$ cat config.mk
export PLATFORM = sky130hd
export DESIGN_NAME = partition_error_monitor_flat
export DESIGN_NICKNAME = d
export VERILOG_FILES = /design/src/rtl/pem_pkg.sv /design/src/rtl/partition_error_monitor_if.sv /design/src/rtl/pem_popcount.sv /design/src/rtl/partition_error_monitor.sv /design/src/flat_wrapper.sv
export SDC_FILE = /design/constraint.sdc
export NUM_CORES = 1
export LEC_CHECK = 0
export ABC_CLOCK_PERIOD_IN_PS = 2130
export BUFFER_PORTS_ARGS = -buffer_cell sky130_fd_sc_hd__buf_2
export CORE_UTILIZATION = 54
export CTS_CLUSTER_DIAMETER = 200
export DETAILED_ROUTE_END_ITERATION = 8
export PLACE_DENSITY = 0.79
export RECOVER_POWER = 100
export SETUP_SLACK_MARGIN = 0.3
export SYNTH_ARGS = -nofsm -noshare
export SYNTH_HDL_FRONTEND = slang
export SYNTH_SLANG_ARGS = --single-unit
$ cat constraint.sdc
create_clock -name clk -period 2.13 [get_ports clk]
set_clock_uncertainty 0.05 [all_clocks]
set_input_delay 0.1065 -clock clk [delete_from_list [all_inputs] [get_ports clk]]
set_output_delay 0.1065 -clock clk [all_outputs]
set_load 0.01 [all_outputs]
$ cat src/rtl/pem_pkg.sv
// ---------------------------------------------------------------------------
// pem_pkg
// Shared types and width helpers for partition_error_monitor.
//   pem_state_e : sweep controller states
//   cnt_w()     : width of the erroneous-vector counter (holds 2^IN_W)
//   pc_w()      : width of a popcount over an OUT_W-bit vector
//   hd_w()      : width of the Hamming-distance accumulator (holds OUT_W*2^IN_W)
// ---------------------------------------------------------------------------
package pem_pkg;

   typedef enum logic [1:0] {
      IDLE  = 2'd0,
      RUN   = 2'd1,
      DRAIN = 2'd2,
      DONE  = 2'd3
   } pem_state_e;

   function automatic int cnt_w(input int in_w);
      return in_w + 1;
   endfunction

   function automatic int pc_w(input int out_w);
      return $clog2(out_w + 1);
   endfunction

   // OUT_W*2^IN_W < 2^(IN_W + clog2(OUT_W+1)), so this never saturates
   function automatic int hd_w(input int in_w, input int out_w);
      return in_w + pc_w(out_w);
   endfunction

endpackage

$ cat src/rtl/partition_error_monitor_if.sv
// ---------------------------------------------------------------------------
// partition_error_monitor_if
// Bus between the monitor and the two partition copies under test.
//   stim_o   : vector applied to both copies (driven by the monitor)
//   exact_i  : exact copy output
//   approx_i : approximate copy output
// master = monitor side, slave = partition harness side.
// ---------------------------------------------------------------------------
interface partition_error_monitor_if #(
   parameter int IN_W  = 7,
   parameter int OUT_W = 4
);
   logic [IN_W-1:0]  stim_o;
   logic [OUT_W-1:0] exact_i;
   logic [OUT_W-1:0] approx_i;

   modport master (output stim_o, input exact_i, input approx_i);
   modport slave  (input stim_o, output exact_i, output approx_i);
endinterface

$ cat src/rtl/pem_popcount.sv
// ---------------------------------------------------------------------------
// pem_popcount
// Combinational Hamming weight of a W-bit vector.
//   vec_i : input vector
//   cnt_o : number of set bits in vec_i
// ---------------------------------------------------------------------------
module pem_popcount
   import pem_pkg::*;
#(
   parameter int W = 4
) (
   input  logic [W-1:0]        vec_i,
   output logic [pc_w(W)-1:0]  cnt_o
);
   localparam int CW = pc_w(W);

   // sum the individual bits
   always_comb begin
      cnt_o = '0;
      for (int i = 0; i < W; i++) begin
         cnt_o = cnt_o + CW'(vec_i[i]);
      end
   end
endmodule

$ cat src/rtl/partition_error_monitor.sv
// ---------------------------------------------------------------------------
// partition_error_monitor
// Exhaustively sweeps 2^IN_W input vectors into an exact and an approximate
// copy of a circuit partition and accumulates error metrics between them.
//   clk, rst_n  : clock, asynchronous active-low reset
//   start       : pulse, starts a sweep from IDLE or DONE
//   part        : stimulus out / exact and approximate outputs in
//   busy        : sweep in progress (RUN or DRAIN)
//   done        : results valid, held until the next start
//   err_vec_cnt : vectors where exact and approximate outputs differ
//   hd_sum      : total Hamming distance over the sweep
//   max_abs_err : largest |exact - approx| (unsigned operands)
// ---------------------------------------------------------------------------
module partition_error_monitor
   import pem_pkg::*;
#(
   parameter int IN_W  = 7,
   parameter int OUT_W = 4,
   parameter int LAT   = 0
) (
   input  logic                         clk,
   input  logic                         rst_n,
   input  logic                         start,
   partition_error_monitor_if.master    part,
   output logic                         busy,
   output logic                         done,
   output logic [cnt_w(IN_W)-1:0]       err_vec_cnt,
   output logic [hd_w(IN_W, OUT_W)-1:0] hd_sum,
   output logic [OUT_W-1:0]             max_abs_err
);
   localparam int CNT_W = cnt_w(IN_W);
   localparam int PC_W  = pc_w(OUT_W);
   localparam int HD_W  = hd_w(IN_W, OUT_W);
   localparam int DRN_W = (LAT > 0) ? $clog2(LAT + 1) : 1;
   localparam logic [IN_W-1:0] STIM_LAST = '1;

   pem_state_e        state_q, state_d;
   logic [IN_W-1:0]   stim_q, stim_d;
   logic              busy_q, busy_d;
   logic              done_q, done_d;
   logic [CNT_W-1:0]  err_q, err_d;
   logic [HD_W-1:0]   hd_q, hd_d;
   logic [OUT_W-1:0]  max_q, max_d;
   logic [DRN_W-1:0]  drain_q, drain_d;

   logic              run_s;
   logic              valid_s;
   logic [OUT_W-1:0]  xor_s;
   logic [PC_W-1:0]   pc_s;
   logic [OUT_W:0]    diff_s;
   logic [OUT_W:0]    abs_s;

   assign run_s = (state_q == RUN);

   // valid flag follows each vector through the partition latency
   if (LAT == 0) begin : g_no_lat
      assign valid_s = run_s;
   end else begin : g_lat
      logic [LAT-1:0] vld_q, vld_d;

      // shift the run flag in at bit 0
      always_comb begin
         vld_d = (vld_q << 1'b1) | LAT'(run_s);
      end

      // valid delay line register
      always_ff @(posedge clk or negedge rst_n) begin
         if (!rst_n) begin
            vld_q <= '0;
         end else begin
            vld_q <= vld_d;
         end
      end

      assign valid_s = vld_q[LAT-1];
   end

   assign xor_s = part.exact_i ^ part.approx_i;

   pem_popcount #(.W(OUT_W)) u_popcount (
      .vec_i (xor_s),
      .cnt_o (pc_s)
   );

   // |exact - approx| at OUT_W+1 bits; the magnitude always fits in OUT_W
   always_comb begin
      diff_s = {1'b0, part.exact_i} - {1'b0, part.approx_i};
      if (diff_s[OUT_W]) begin
         abs_s = (~diff_s) + {{OUT_W{1'b0}}, 1'b1};
      end else begin
         abs_s = diff_s;
      end
   end

   // next-state, stimulus and accumulator update
   always_comb begin
      state_d = state_q;
      stim_d  = stim_q;
      drain_d = drain_q;
      err_d   = err_q;
      hd_d    = hd_q;
      max_d   = max_q;

      if (valid_s) begin
         err_d = err_q + CNT_W'(xor_s != '0);
         hd_d  = hd_q + HD_W'(pc_s);
         if (abs_s > {1'b0, max_q}) begin
            max_d = abs_s[OUT_W-1:0];
         end else begin
            max_d = max_q;
         end
      end else begin
         err_d = err_q;
      end

      case (state_q)
         IDLE, DONE: begin
            if (start) begin
               state_d = RUN;
               stim_d  = '0;
               err_d   = '0;
               hd_d    = '0;
               max_d   = '0;
            end else begin
               state_d = state_q;
            end
         end
         RUN: begin
            // wraps to 0 after the last vector and is held there
            stim_d = stim_q + {{(IN_W-1){1'b0}}, 1'b1};
            if (stim_q == STIM_LAST) begin
               state_d = DRAIN;
               drain_d = '0;
            end else begin
               state_d = RUN;
            end
         end
         DRAIN: begin
            // LAT+1 cycles lets the last vector pass the partition and compare
            if (drain_q == DRN_W'(LAT)) begin
               state_d = DONE;
            end else begin
               drain_d = drain_q + {{(DRN_W-1){1'b0}}, 1'b1};
            end
         end
         default: begin
            state_d = IDLE;
         end
      endcase

      busy_d = (state_d == RUN) || (state_d == DRAIN);
      done_d = (state_d == DONE);
   end

   // state and output registers
   always_ff @(posedge clk or negedge rst_n) begin
      if (!rst_n) begin
         state_q <= IDLE;
         stim_q  <= '0;
         busy_q  <= 1'b0;
         done_q  <= 1'b0;
         err_q   <= '0;
         hd_q    <= '0;
         max_q   <= '0;
         drain_q <= '0;
      end else begin
         state_q <= state_d;
         stim_q  <= stim_d;
         busy_q  <= busy_d;
         done_q  <= done_d;
         err_q   <= err_d;
         hd_q    <= hd_d;
         max_q   <= max_d;
         drain_q <= drain_d;
      end
   end

   assign part.stim_o = stim_q;
   assign busy        = busy_q;
   assign done        = done_q;
   assign err_vec_cnt = err_q;
   assign hd_sum      = hd_q;
   assign max_abs_err = max_q;
endmodule

$ cat src/flat_wrapper.sv
// flat-port wrapper written by rule: the top's interface ports become plain ports
module partition_error_monitor_flat import pem_pkg::*;
#(
   parameter int IN_W  = 7,
   parameter int OUT_W = 4,
   parameter int LAT   = 0
)
  (clk, rst_n, start, busy, done, err_vec_cnt, hd_sum, max_abs_err, part_stim_o, part_exact_i, part_approx_i);
  partition_error_monitor_if #(.IN_W(IN_W), .OUT_W(OUT_W)) part_i ();
  input  logic clk;
  input  logic rst_n;
  input  logic start;
  output logic busy;
  output logic done;
  output logic [cnt_w(IN_W)-1:0] err_vec_cnt;
  output logic [hd_w(IN_W, OUT_W)-1:0] hd_sum;
  output logic [OUT_W-1:0] max_abs_err;
  output wire logic [$bits(part_i.stim_o)-1:0] part_stim_o;
  input wire logic [$bits(part_i.exact_i)-1:0] part_exact_i;
  input wire logic [$bits(part_i.approx_i)-1:0] part_approx_i;
  assign part_stim_o = part_i.stim_o;
  assign part_i.exact_i = part_exact_i;
  assign part_i.approx_i = part_approx_i;
  partition_error_monitor #(.IN_W(IN_W), .OUT_W(OUT_W), .LAT(LAT)) u_core (.clk(clk), .rst_n(rst_n), .start(start), .part(part_i), .busy(busy), .done(done), .err_vec_cnt(err_vec_cnt), .hd_sum(hd_sum), .max_abs_err(max_abs_err));
endmodule
==> flow_summary_export.csv <==
group,metric,value,unit
hold_path,worstHoldPathCells,2,
die,core-area,3440,um^2
sta,whs,91.9,ps
synth,synth_top_cell_by_area,"dfrtp_1",
status,status,"finished, violations left",
cells_and_area,drive_above_1_share,0.315,
clock_network,clk_pin_slew,60,ps
sta,max-slew-margin-rel,0.459,
cells_and_area,nNetsFinal,310,
drt,final_antenna_net_count,0,
place,dpl.hpwl,2.98,mm
sta,tightest_slew,802,ps
grt,antenna_found_initial,0,
setup_path,path_max_fanout,4,
synth,yosysWarnings,0,
clock_network,clk_latency,290,ps
setup_path,critPathKind,"input pin to register",
die,initial_core_util,0.583,
synth,syn_inst,203,
power,leakagePower,1.31,nW
setup_path,r2r-end,"u_core.hd_sum[4]",
sta,post-route-period-util,1.19,
clock_network,cts_tree,"built",
clock_network,cts_buffers,5,
synth,synth_edf_count,0,
sta,finalSetupViolCount,12,
setup_path,cp-startpoint,"part_exact_i[0]",
grt,grt_util_all_layers,0.244,
setup_path,r2r_start,"u_core.hd_sum[0]",
sta,fin_ws,-405,ps
drt,viasPerCell,5.50,
sta,period_minus_slack,2540,ps
synth,syn_area,2010,um^2
cells_and_area,post-route-util,0.812,
synth,synth_top_cell_area_share,0.412,
drt,route.detailed.drc,0,
grt,grt_pass1_vias,1730,
synth,ys_seq_area_frac,0.412,
die,die_x,62.9,um
sta,fmax,0.394,GHz
drt,drtIter0Drc,117,
setup_path,cp.required,2260,ps
die,pin_count,42,
synth,ys_ff_latch,33,
synth,async_flop_share,1.00,
hold_path,hp-start,"start",
clock_network,htreeDepth,2,
cells_and_area,area_growth_syn_to_layout,39.4,%
die,die_h,62.9,um
die,die_area,3960,um^2
place,numPortBuffers,41,
clock_network,root_buffer,"clkbuf_8",
setup_path,r2r_slack,210,ps
setup_path,cp-start-kind,"input pin",
sta,rsz0062_at_grt,"true",
flow_run,drv_cap,0,
power,total_power,3.69,mW
drt,firstDrtPassIters,5,
synth,synth-main-ff-cell,"dfrtp_1",
grt,grt_pass1_wl,7.49,mm
drt,via_count,1789,
status,violations,"negative setup slack",
power,powerDensity,1320,nW/um^2
setup_path,cp.arrival,2660,ps
grt,overflow,0,
drt,avgRoutedWirePerCell,15.0,um
synth,yosysMostFrequentCell,"dfrtp_1",
power,ir_drop,0.000782,V
cells_and_area,diodes,0,
cells_and_area,final_cell_area,2800,um^2
clock_network,clkSinkCount,33,
synth,syn_avg_cell_area,9.88,um^2
grt,grt_max_degree,34,
setup_path,worstRegToRegCells,6,
place,gp_congestion,0.852,
clock_network,clk_path_buf_depth,2,
die,fp-row-count,21,
hold_path,hold_class,"input pin to register",
synth,yosysUniqueCellTypes,38,
drt,drt_wl_total,4.88,mm
hold_path,hold_end,"u_core.state_q[1]",
sta,hold_viol,0,
setup_path,cp-end-kind,"register",
synth,synth_area_leaders,"dfrtp_1, ha_1, xor2_1",
sta,drv_slew,0,
synth,yosys-top-cells-count,"dfrtp_1, nand2_1, nor2_1, ha_1, inv_1",
synth,syn_nets,234,
place,dp_slack,-796,ps
place,placed_area,2510,um^2
[metrics by stage]
step	cells	setup TNS [ps]
3_3_place_gp	306	-5610
3_5_place_dp	306	-6150
5_1_grt	325	-3430
6_report	325	-2350
4_1_cts	319	-1690
2_1_floorplan	203	-2120
[layout make-up]
cell class | count | area, um^2
flip-flops and latches | 33 | 826
inverters | 15 | 72.6
fillers | 229 | 647
well taps | 46 | 57.6
repair buffers | 74 | 450
clock buffers | 7 | 86.3
multi-input cells | 150 | 1300
[flip-flops by register name, summed over array words and instances, names as in the netlist]
| signal | cells |
|---|---|
| u_core.hd_sum | 10 |
| u_core.err_vec_cnt | 8 |
| u_core.state_q | 2 |
| u_core.busy | 1 |
| u_core.part.stim_o | 7 |
| u_core.done | 1 |
| u_core.max_abs_err | 4 |
[power breakdown]
group,switching (mW),total (mW),internal (mW)
Clock,0.215,0.471,0.256
Sequential,0.270,1.15,0.882
Combinational,1.05,2.07,1.02
Total,1.53,3.69,2.16
[how the worst max path moves through the flow]
stage | to | slack, ps | cells past startpoint
detailed placement | u_core.max_abs_err[1] | -800 | 14
global route | u_core.max_abs_err[3] | -500 | 15
finish | u_core.max_abs_err[3] | -410 | 16
floorplan | u_core.max_abs_err[1] | -550 | 13
global placement | u_core.max_abs_err[1] | -730 | 14
CTS | u_core.max_abs_err[3] | -350 | 15
[layout by cell type, fill, tap and decap left out, types with 2 or more instances in the layout]
| cell type | Yosys | routed |
|---|---|---|
| buf_4 | 0 | 23 |
| or4_1 | 2 | 2 |
| clkbuf_1 | 3 | 32 |
| clkbuf_8 | 0 | 6 |
| mux2i_1 | 6 | 6 |
| buf_2 | 0 | 8 |
| nand3_1 | 5 | 3 |
| o211ai_1 | 2 | 2 |
| nand2_1 | 22 | 18 |
| fa_2 | 0 | 3 |
| a31oi_1 | 2 | 2 |
| a211oi_2 | 0 | 2 |
| o21ai_1 | 3 | 2 |
| a21o_1 | 4 | 4 |
| ha_4 | 0 | 5 |
| nor2_1 | 21 | 20 |
| and3_1 | 5 | 3 |
| dfrtp_1 | 33 | 33 |
| a22o_1 | 5 | 5 |
| buf_6 | 1 | 7 |
| xnor2_1 | 6 | 2 |
| xor2_1 | 10 | 10 |
| nand4_1 | 5 | 5 |
| ha_1 | 16 | 11 |
| a21oi_2 | 0 | 3 |
| a21oi_1 | 6 | 2 |
| inv_1 | 15 | 10 |
| o21ai_0 | 3 | 4 |
| o21a_1 | 2 | 2 |
| nand2_2 | 0 | 4 |
| xnor2_2 | 0 | 4 |
| clkbuf_2 | 0 | 2 |
| and3_4 | 0 | 2 |
| inv_2 | 0 | 3 |
| nor3_1 | 4 | 2 |
| nand3_2 | 0 | 2 |
[cell families after synthesis]
logic type,count (synthesis),synth area share
and+or+nand+nor,72,0.172
DFF,33,0.412
buffers and inverters,20,0.0412
AOI/OAI and AO/OA,35,0.130
adders and majority gates,20,0.140
muxes,7,0.0356
xor gates and xnor gates,16,0.0699
[routing by layer]
metal,part of all wire,global-route usage,vias to the layer above
met4,0.036,0.108,0
li1,-,-,857
met3,0.033,0.0438,14
met2,0.52,0.413,44
met5,0,0,-
met1,0.41,0.303,874
[what timing repair did]
action,in CTS,in global routing
endpoints found under the hold margin,33,0
resized for setup,13,22
setup buffers,5,6
hold buffers,1,0
endpoints found under the setup margin,14,18
pin swaps,22,21
[worst max-delay path, stage by stage]
cell and delay (ps):
buf_8 110, inv_12 40, ha_4 120, inv_2 40, fa_2 550, inv_2 50, ha_4 170, a211oi_2 230
xnor2_1 210, ha_1 300, nand4_1 100, nand2_1 80, a21oi_2 180, buf_6 150, nor2_1 60, o21a_1 180
(Power assumes the default switching activity.)
